$ cat src/rtl/adder_1_pkg.sv
// adder_1_pkg: shared constants, result type and half-add helper for adder_1
package adder_1_pkg;
  localparam int CNT_W_DEFAULT = 8;
  typedef struct packed {
    logic c;
    logic s;
  } ha_t;
  function automatic ha_t half_add(input logic a, input logic b);
    return '{c: a & b, s: a ^ b};
  endfunction
endpackage

$ cat src/rtl/adder_1_core.sv
// adder_1_core: combinational half adder (a, b -> s = a^b, c = a&b)
module adder_1_core
  import adder_1_pkg::*;
(
  input  logic a,
  input  logic b,
  output logic s,
  output logic c
);
  ha_t r;
  assign r = half_add(a, b);
  assign s = r.s;
  assign c = r.c;
endmodule

$ cat src/rtl/adder_1.sv
// adder_1: half adder (a,b -> s,c) with registered copy (s_q,c_q,vld_q on en) and saturating carry count (carry_cnt,cnt_sat; clr clears)
module adder_1
  import adder_1_pkg::*;
#(
  parameter int CNT_W = CNT_W_DEFAULT
) (
  input  logic             clk,
  input  logic             rst,
  input  logic             a,
  input  logic             b,
  input  logic             en,
  input  logic             clr,
  output logic             s,
  output logic             c,
  output logic             s_q,
  output logic             c_q,
  output logic             vld_q,
  output logic [CNT_W-1:0] carry_cnt,
  output logic             cnt_sat
);
  adder_1_core u_core (.a(a), .b(b), .s(s), .c(c));
  assign cnt_sat = &carry_cnt;
  always_ff @(posedge clk or posedge rst)
    if (rst) begin
      s_q       <= 1'b0;
      c_q       <= 1'b0;
      vld_q     <= 1'b0;
      carry_cnt <= '0;
    end else begin
      vld_q     <= en;
      s_q       <= en ? s : s_q;
      c_q       <= en ? c : c_q;
      carry_cnt <= clr ? '0 : (en && c && !cnt_sat) ? carry_cnt + CNT_W'(1) : carry_cnt;
    end
endmodule

$ cat config.mk
export PLATFORM = sky130hd
export DESIGN_NAME = adder_1
export DESIGN_NICKNAME = d
export VERILOG_FILES = /design/src/rtl/adder_1_pkg.sv /design/src/rtl/adder_1_core.sv /design/src/rtl/adder_1.sv
export SDC_FILE = /design/constraint.sdc
export NUM_CORES = 1
export LEC_CHECK = 0
export CAP_MARGIN = 20
export CORE_MARGIN = 2
export CORE_UTILIZATION = 40
export DETAILED_ROUTE_END_ITERATION = 7
export DONT_BUFFER_PORTS = 1
export SLEW_MARGIN = 10
export SYNTH_ARGS = -nofsm -noshare
export SYNTH_HDL_FRONTEND = slang
export SYNTH_HIERARCHICAL = 1
export SYNTH_SLANG_ARGS = --single-unit
$ cat constraint.sdc
create_clock -name clk -period 1.9 [get_ports clk]
set_input_delay 0.285 -clock clk [delete_from_list [all_inputs] [get_ports clk]]
set_output_delay 0.285 -clock clk [all_outputs]
set_load 0.1 [all_outputs]
Word-level counts from Yosys, hierarchy flattened
Cells that the tools add are included.
{"block": "word_totals", "out_inout_bits": 14, "register_bits": 11}
{"block": "op_classes", "mux": 2, "reduce_logical": 5, "addsub": 1, "n_bitwise": 2}
{"op": "two-way mux 8 bit", "n": 2}
{"op": "adder 8 x 1 -> 8 bit (second input constant)", "n": 1}
{"op": "AND reduction 8 bit", "n": 1}
{"op": "logical AND 1 bit", "n": 2}
{"op": "nonzero test 2 bit", "n": 1}
{"op": "bitwise AND 1 bit", "n": 1}
{"op": "logical NOT 1 bit", "n": 1}
{"op": "XOR 1 bit", "n": 1}

Longest topological paths before layout
Gate-level depths: netlist (run 1).
{"block": "depth", "ltp_word": 5, "depth_mapped": 5}

Cells and area by module
Netlist (run 1), hierarchy kept.
{"module": "adder_1", "n_inst": 1, "cells_each": 51, "area_per_inst_um2": 550.5}
{"module": "adder_1_core", "n_inst": 1, "cells_each": 1, "area_per_inst_um2": 12.5}

Least setup slack after synthesis (run 1)
Ideal clock, no wire load.
{"block": "synth_timing", "path_kind": "register to output", "startpoint": "reg carry_cnt[0]", "endpoint": "out cnt_sat", "path_stages_with_launch": 4, "path_buffers": 0, "arrival_ns": 2.764, "path_slack_ns": -1.149, "required_ns": 1.615, "path_cell_list": "dfrtp_1 > ha_1 > nand3_2 > nor2_1"}
{"block": "synth_via", "elab_chain_cells": 1}
{"item": "start, declared", "line_no": "adder_1.sv:18", "source": "output logic [CNT_W-1:0] carry_cnt,"}
{"item": "start signal, assigned", "line_no": "adder_1.sv:33", "source": "carry_cnt <= clr ? '0 : (en && c && !cnt_sat) ? carry_cnt + CNT_W'(1) : carry_cnt;"}
{"item": "AND reduction 8 bit", "line_no": "adder_1.sv:22", "source": "assign cnt_sat = &carry_cnt;"}
{"item": "end, declared", "line_no": "adder_1.sv:19", "source": "output logic cnt_sat"}
Every way passes these cells.

Worst setup path in the final report (run 1)
Same ends and word-level chain as after synthesis.

==> impl_metrics.ini, run 1 <==
[outcome]
status = finished, final reports clean

[synth]
synth_seq_cells = 11
ys_seq_area_frac = 0.489
synth_area_um2 = 563
ys_warn_count = 6
syn_inst = 52
syn_area_per_cell_um2 = 10.8
syn_nets = 60
synth_cell_types = 25

[pwr]
vdd_ir_drop_max_uv = 410
power_uw = 528
power.density_mw_per_mm2 = 709
p_leak_nw = 0.351

[clocking]
clock-root-buffer = clkbuf_4
worstSkewPairLatency_ns = 0.27
clk_pin_slew_ns = 0.07
htree_levels = 1
cts_setup_buffers = 0
cts_buffer_depth = 2
cts_hold_buf = 1
tritoncts.num_buffers = 3
clock-sinks = 11
cts_resized = 0
cts_tree = built

[layout]
drive_gt1_frac = 0.478
nFillCells = 128
diodes = 0
final_common_cell = buf_4
ff_latch_area_um2 = 285
multi_input_area_um2 = 287
final_util = 0.572
nets = 78
area_growth_pct = 32.2
final_cell_mix = 12 x buf_4, 8 x nor2_1, 8 x dfrtp_2, 4 x xor2_1

[critical_path]
start_kind = flip-flop
crit_required_ns = 1.62
endpoint_kind = primary output
cp_max_fo = 6
path_class = reg2out
crit_arrival_ns = 1.37

[route]
firstDrtPassIters = 4
vias = 451
ant_nets = 0
wirelength_um = 1100
drc_errors = 0
route.detailed.wl_per_inst_um = 13.1
drt-initial-drc-count = 7
vias_per_cell = 5.37

[die]
die_area_mm2 = 0.00172
initial_utilization = 0.433
core_area_mm2 = 0.00130
io_pins = 20
die_w_um = 41.5
num_rows = 13
die_h_um = 41.5

[timing]
maxSlewHeadroom = 0.667
hold_viol_final = 0
fmax_mhz = 605
fin_crit_ns = 1.65
max_slew.worst_pin.slew_ns = 0.500
setup_tns_ns = 0
period_share = 0.871
grt_setup_unrepaired = no
setup_ws_ns = 0.246
slew_violations = 0
setup_viol = 0
hold_ws_ns = 0.0423
fin_skew_ns = 0.00386

[global_routing]
track_usage = 0.141
antenna_found_initial = 0
grt_pass1_wl_um = 1790
grt_overflow_total = 0
grt_max_degree = 12
grt_pass1_vias = 411

[placed_design]
gp_congestion = 0.728
preCtsSetupSlack_ns = 0.349
hpwlAfterDp_um = 877
port_buffers = 0

[run]
drv_cap = 0

[worst_hold_path]
hold_path.class = in2reg
==> state kept, by name, summed over array words and instances, names as in the netlist <==
signal,cells
carry_cnt,8
vld_q,1
c_q,1
s_q,1
==> layer usage <==
| layer | track usage | vias to the layer above | routed length, um |
|---|---|---|---|
| li1 | - | 221 | - |
| met1 | 0.166 | 213 | 459 |
| met2 | 0.222 | 12 | 543 |
| met3 | 0.0391 | 5 | 66 |
| met4 | 0.0968 | 0 | 34 |
| met5 | 0 | - | 0 |
==> cell usage after synthesis <==
cell type | instances | area share
xor2_1 | 4 | 0.062
mux2_2 | 1 | 0.020
and2_4 | 1 | 0.016
xnor2_1 | 1 | 0.016
nor2_1 | 9 | 0.060
o211ai_1 | 2 | 0.027
and3_1 | 2 | 0.022
o21ai_0 | 1 | 0.0089
buf_1 | 1 | 0.0067
nor2b_1 | 1 | 0.011
nand4_2 | 1 | 0.022
o211ai_2 | 1 | 0.022
nand2_1 | 3 | 0.020
and4b_1 | 1 | 0.018
or4_1 | 1 | 0.013
a21oi_1 | 1 | 0.0089
o21ai_2 | 1 | 0.016
mux2i_1 | 1 | 0.018
nand3_2 | 1 | 0.018
dfrtp_1 | 11 | 0.49
o31ai_1 | 1 | 0.013
inv_1 | 2 | 0.013
mux2_4 | 1 | 0.027
ha_1 | 2 | 0.044
nand3_1 | 1 | 0.0089
==> path summary, 6_finish.rpt <==
| kind | startpoint | end | slack [ns] | depth (start not counted) |
|---|---|---|---|---|
| hold reg to reg | carry_cnt[6] | carry_cnt[6] | 0.57 | 2 |
| setup / recovery | carry_cnt[0] | cnt_sat | 0.25 | 4 |
| min in group asynchronous | rst | carry_cnt[1] | 0.45 | 2 |
| hold / removal | en | vld_q | 0.04 | 0 |
| max in group asynchronous | rst | carry_cnt[3] | 1.14 | 2 |
| setup reg to reg | carry_cnt[0] | carry_cnt[6] | 0.32 | 5 |
==> worst max-delay path, stage by stage, from the launching register on <==
cell and delay (ns):
dfrtp_2 0.36, ha_1 0.22, nand3_2 0.19, nor2_4 0.15, buf_12 0.18
==> power breakdown <==
| part | total (mW) | internal (mW) | switching, mW |
|---|---|---|---|
| logic | 0.122 | 0.0233 | 0.0987 |
| registers | 0.244 | 0.241 | 0.00225 |
| clock network | 0.162 | 0.0813 | 0.0805 |
==> area by class of cell <==
type                            count  share of cell area
Multi-Input combinational cell     38               0.385
Inverter                            2              0.0101
Clock buffer                        4              0.0353
Tap cell                           15              0.0252
Timing Repair Buffer               14               0.161
Sequential cell                    11               0.383
==> per-stage QoR <==
| step | instance area [um^2] | cells |
|---|---|---|
| detailed placement | 708 | 79 |
| global route | 744 | 84 |
| floorplan | 583 | 52 |
| finish | 744 | 84 |
| CTS | 744 | 84 |
| global placement | 708 | 79 |
==> cell families after synthesis <==
logic type,synth area share
buffers and inverters,0.0200
DFF,0.489
xor gates and xnor gates,0.0778
adders and majority gates,0.0444
and+or+nand+nor,0.209
AOI/OAI and AO/OA,0.0955
muxes,0.0644
(Power assumes the default switching activity.)
==> inputs of run 2 (changes only) <==
--- a/config.mk
+++ b/config.mk
@@ -10,6 +10,7 @@
 export CORE_UTILIZATION = 40
 export DETAILED_ROUTE_END_ITERATION = 7
 export DONT_BUFFER_PORTS = 1
+export RECOVER_POWER = 50
 export SLEW_MARGIN = 10
 export SYNTH_ARGS = -nofsm -noshare
 export SYNTH_HDL_FRONTEND = slang
==> run 2 against run 1 <==
Compared with the run above: via count is 0.44% higher; cell area is 2.0% lower; sequential share of layout area is 0.79 points higher; sequential power hardly changed; combinational power is 6% lower; utilization is 1.2 points lower; die area stayed put; clock power hardly changed; worst hold slack hardly changed; total power is 1.4% lower; wire length hardly changed; first-iteration DRC count stayed put.
==> impl_metrics.ini, run 2 (synthesis results as in run 1) <==
[critical_path]
critPathTopFamily = buffers and inverters
crit_chain = clkbuf_1
crit_required_ns = 1.62
cp_max_fo = 2
endpoint_kind = primary output
start_kind = flip-flop
critPathMaxStageDelay_ns = 0.87
path_class = reg2out
slowest_stage = clkbuf_1
crit_buf_inv = 1
crit_arrival_ns = 1.46

[timing]
fin_crit_ns = 1.75
maxSlewHeadroom = 0.206
slew_violations = 0
fmax_mhz = 572
grt_setup_unrepaired = no
setup_viol = 0
fin_skew_ns = 0.00422
hold_viol_final = 0
setup_ws_ns = 0.151
period_share = 0.921
max_slew.worst_pin.slew_ns = 1.19

[die]
die_area_mm2 = 0.00172
die_h_um = 41.5
die_w_um = 41.5
initial_utilization = 0.433
io_pins = 20
num_rows = 13
core_area_mm2 = 0.00130

[global_routing]
antenna_found_initial = 0
grt_overflow_total = 0
grt_pass1_vias = 411
track_usage = 0.141
grt_pass1_wl_um = 1790
grt_max_degree = 12

[placed_design]
dp.cells = 79
gp_congestion = 0.728
hpwlAfterDp_um = 877
preCtsSetupSlack_ns = 0.349
port_buffers = 0

[pwr]
power.density_mw_per_mm2 = 713
switchingPower_uw = 181
vdd_ir_drop_max_uv = 407
seqPwrFrac = 0.468
p_leak_nw = 0.343
pwr-share-comb = 0.221
swShare = 0.348
power.share.clock = 0.310
power.internal_uw = 339

[route]
firstDrtPassIters = 4
vias = 453
vias_per_cell = 5.39
drc_errors = 0
ant_nets = 0
route.detailed.wl_per_inst_um = 13.1
wirelength_um = 1100
drt-initial-drc-count = 7

[clocking]
cts_setup_buffers = 0
worstSkewPairLatency_ns = 0.27
cts_buffer_depth = 2
cts_tree = built
clock-sinks = 11
clk_pin_slew_ns = 0.07
tritoncts.num_buffers = 3
htree_levels = 1
clock-root-buffer = clkbuf_4

[layout]
area_growth_pct = 29.6
nets = 78
top_register = carry_cnt
final_cell_mix = 8 x nor2_1, 8 x dfrtp_2, 8 x buf_4, 4 x xor2_1
diodes = 0
fin_cells = 84
drive_gt1_frac = 0.435
ff_latch_area_um2 = 285
largest_reg_flops = 8
multi_input_area_um2 = 284
nFillCells = 130

[outcome]
status = finished, final reports clean

[worst_hold_path]
hold_path.class = in2reg

[run]
drv_cap = 0
## run 2: cell count changes in the layout (fill, tap and decap cells not counted), sizes merged
cell    delta
buf        -4
clkbuf     +4
## run 2: area by class of cell
| cell class | instances | area share |
|---|---|---|
| flip-flops and latches | 11 | 0.391 |
| multi-input cells | 38 | 0.389 |
| repair buffers | 14 | 0.148 |
| clock buffers | 4 | 0.0360 |
| well taps | 15 | 0.0257 |
| inverters | 2 | 0.0103 |
## run 2: path summary, 6_finish.rpt
check,cells after the start,end,slack (ns),startpoint
min in group asynchronous,2,carry_cnt[1],0.45,rst
hold reg to reg,2,carry_cnt[6],0.57,carry_cnt[6]
setup reg to reg,5,carry_cnt[6],0.32,carry_cnt[0]
setup / recovery,1,c_q,0.15,c_q
hold / removal,0,vld_q,0.04,en
max in group asynchronous,2,carry_cnt[3],1.14,rst
## run 2: power by group through the flow
stage | Sequential (mW) | Combinational (mW) | Clock (mW)
2_1_floorplan | 0.306 | 0.0482 | 0
3_3_place_gp | 0.248 | 0.120 | 0
3_5_place_dp | 0.249 | 0.121 | 0
4_1_cts | 0.244 | 0.123 | 0.162
5_1_grt | 0.244 | 0.120 | 0.171
6_report | 0.244 | 0.115 | 0.162
## run 2: what timing repair did
item	in CTS	in global routing
hold buffers	1	0
resized for setup	0	0
hold endpoints to repair	11	0
## run 2: stage by stage
step	cell area (um^2)	total power, mW	hold WS, ns	TNS, ns	utilization
after floorplan	583	0.354	0.137	-0.0584	-
after global placement	708	0.369	0.188	0	0.544
after detailed placement	708	0.370	0.194	0	0.544
after CTS	744	0.529	0.0381	0	0.572
after global routing	729	0.534	0.0304	0	0.561
final	729	0.520	0.0427	0	0.561
## run 2: layer usage
metal | track usage | wire (um)
met1 | 0.166 | 460
met2 | 0.222 | 542
met3 | 0.0391 | 66
met4 | 0.0968 | 34
met5 | 0 | 0
==> inputs of run 3 (changes only) <==
==> constraint.sdc (replaced) <==
create_clock -name clk -period 1.9 [get_ports clk]
set_input_delay 0.19 -clock clk [delete_from_list [all_inputs] [get_ports clk]]
set_output_delay 0.19 -clock clk [all_outputs]
set_load 0.1 [all_outputs]
==> run 3 against run 2 <==
Compared with the run above: clock power is essentially flat; sequential share of layout area shrank 1.2 points; via count shrank 1.1%; utilization grew 1.8 points; global-route usage shrank 0.066 points; die area is the same; critical path type is now reg2reg; critical endpoint is now carry_cnt[6].
==> impl_metrics.ini, run 3 (synthesis results as in run 1) <==
[clocking]
worstSkewPairLatency_ns = 0.27
clk_pin_slew_ns = 0.07
tritoncts.num_buffers = 3
htree_levels = 1
clock-root-buffer = clkbuf_4
clock-sinks = 11
cts_buffer_depth = 2
cts_tree = built
cts_resized = 0

[layout]
area_growth_pct = 33.8
nFillCells = 123
top_register = carry_cnt
nets = 80
drive_gt1_frac = 0.437
diodes = 0
ff_latch_area_um2 = 285
largest_reg_flops = 8
final_common_cell = buf_4
final_cell_mix = 9 x buf_4, 8 x nor2_1, 8 x dfrtp_2, 4 x xor2_1
multi_input_area_um2 = 284

[die]
io_pins = 20
initial_utilization = 0.433
num_rows = 13
die_w_um = 41.5
die_area_mm2 = 0.00172
die_h_um = 41.5
core_area_mm2 = 0.00130

[route]
firstDrtPassIters = 3
ant_nets = 0
route.detailed.wl_per_inst_um = 12.2
wirelength_um = 1050
vias = 448
drt-initial-drc-count = 3
drc_errors = 0
vias_per_cell = 5.21

[critical_path]
critPathMaxStageDelay_ns = 0.41
crit_required_ns = 2.09
crit_arrival_ns = 1.78
path_class = reg2reg
slowest_stage = or4_1
endpoint_kind = flip-flop
start_kind = flip-flop
cp_max_fo = 6
ff2ff_path_depth = 5
crit_chain = ha_1, nand3_2, o21ai_2, or4_1, a21oi_1

[timing]
slew_violations = 0
maxSlewHeadroom = 0.197
fmax_mhz = 629
fin_skew_ns = 0.00594
setup_tns_ns = 0
setup_ws_ns = 0.310
max_slew.worst_pin.slew_ns = 1.20
period_share = 0.837
hold_viol_final = 0
grt_setup_unrepaired = no
setup_viol = 0
fin_crit_ns = 1.59

[global_routing]
grt_pass1_vias = 458
antenna_found_initial = 0
grt_max_degree = 12
track_usage = 0.141
grt_overflow_total = 0
grt_pass1_wl_um = 1840

[placed_design]
preCtsSetupSlack_ns = 0.332
gp_congestion = 0.733
port_buffers = 0
hpwlAfterDp_um = 799

[outcome]
status = finished, final reports clean

[worst_hold_path]
hold_path.class = in2reg
holdPathStages = 1

[pwr]
vdd_ir_drop_max_uv = 400
power.density_mw_per_mm2 = 700
p_leak_nw = 0.355

[run]
drv_cap = 0
[run 3: changes by cell type in the layout (fill, tap and decap cells not counted), sizes merged]
cell and delta:
dlygate4sd3 +2, buf +1, clkbuf -1
[run 3: metrics by stage]
| step | instances | area (um^2) | utilization | hold slack (ns) | total power [mW] |
|---|---|---|---|---|---|
| floorplan | 52 | 583 | - | 0.0419 | 0.354 |
| CTS | 86 | 764 | 0.588 | 0.0166 | 0.537 |
| global placement | 79 | 708 | 0.544 | 0.0945 | 0.369 |
| finish | 86 | 753 | 0.579 | 0.0230 | 0.527 |
| detailed placement | 79 | 708 | 0.544 | 0.0979 | 0.369 |
| global route | 86 | 753 | 0.579 | 0.0307 | 0.549 |
[run 3: report_power, final]
group | total [mW] | internal (mW) | switching [mW] | leakage, nW
clock network | 0.160 | 0.0813 | 0.0784 | 0.0150
registers | 0.244 | 0.242 | 0.00285 | 0.134
logic | 0.123 | 0.0221 | 0.101 | 0.206
[run 3: final timing paths]
path | end | slack (ns) | start
max | carry_cnt[6] | 0.31 | carry_cnt[0]
min | c_q | 0.02 | en
max reg2reg | carry_cnt[6] | 0.31 | carry_cnt[0]
min reg2reg | s_q | 0.51 | s_q
max in group asynchronous | carry_cnt[7] | 1.25 | rst
min in group asynchronous | carry_cnt[1] | 0.34 | rst
[run 3: cell type report]
| class | instances | area share |
|---|---|---|
| Sequential cell | 11 | 0.379 |
| Multi-Input combinational cell | 38 | 0.377 |
| Tap cell | 15 | 0.0249 |
| Inverter | 2 | 0.00997 |
| Clock buffer | 4 | 0.0349 |
| Timing Repair Buffer | 16 | 0.174 |
[run 3: per-layer routing]
metal  vias up  track usage  part of all wire
li1        221            -                 -
met1       214        0.170              0.42
met2        11        0.228              0.51
met3         2       0.0348             0.056
met4         0       0.0774            0.0067
met5         -            0                 0
[run 3: repair_timing]
action,in CTS,in global routing
hold endpoints to repair,19,0
setup buffers,0,0
hold buffers,3,0
[run 3: worst max-delay path, delay by kind of cell (launching register included)]
family,cells,cell delay (ns)
AO/OA/AOI/OAI,2,0.27
flip-flops,1,0.40
adder cells (fa/ha/maj),1,0.24
AND/OR/NAND/NOR,2,0.59
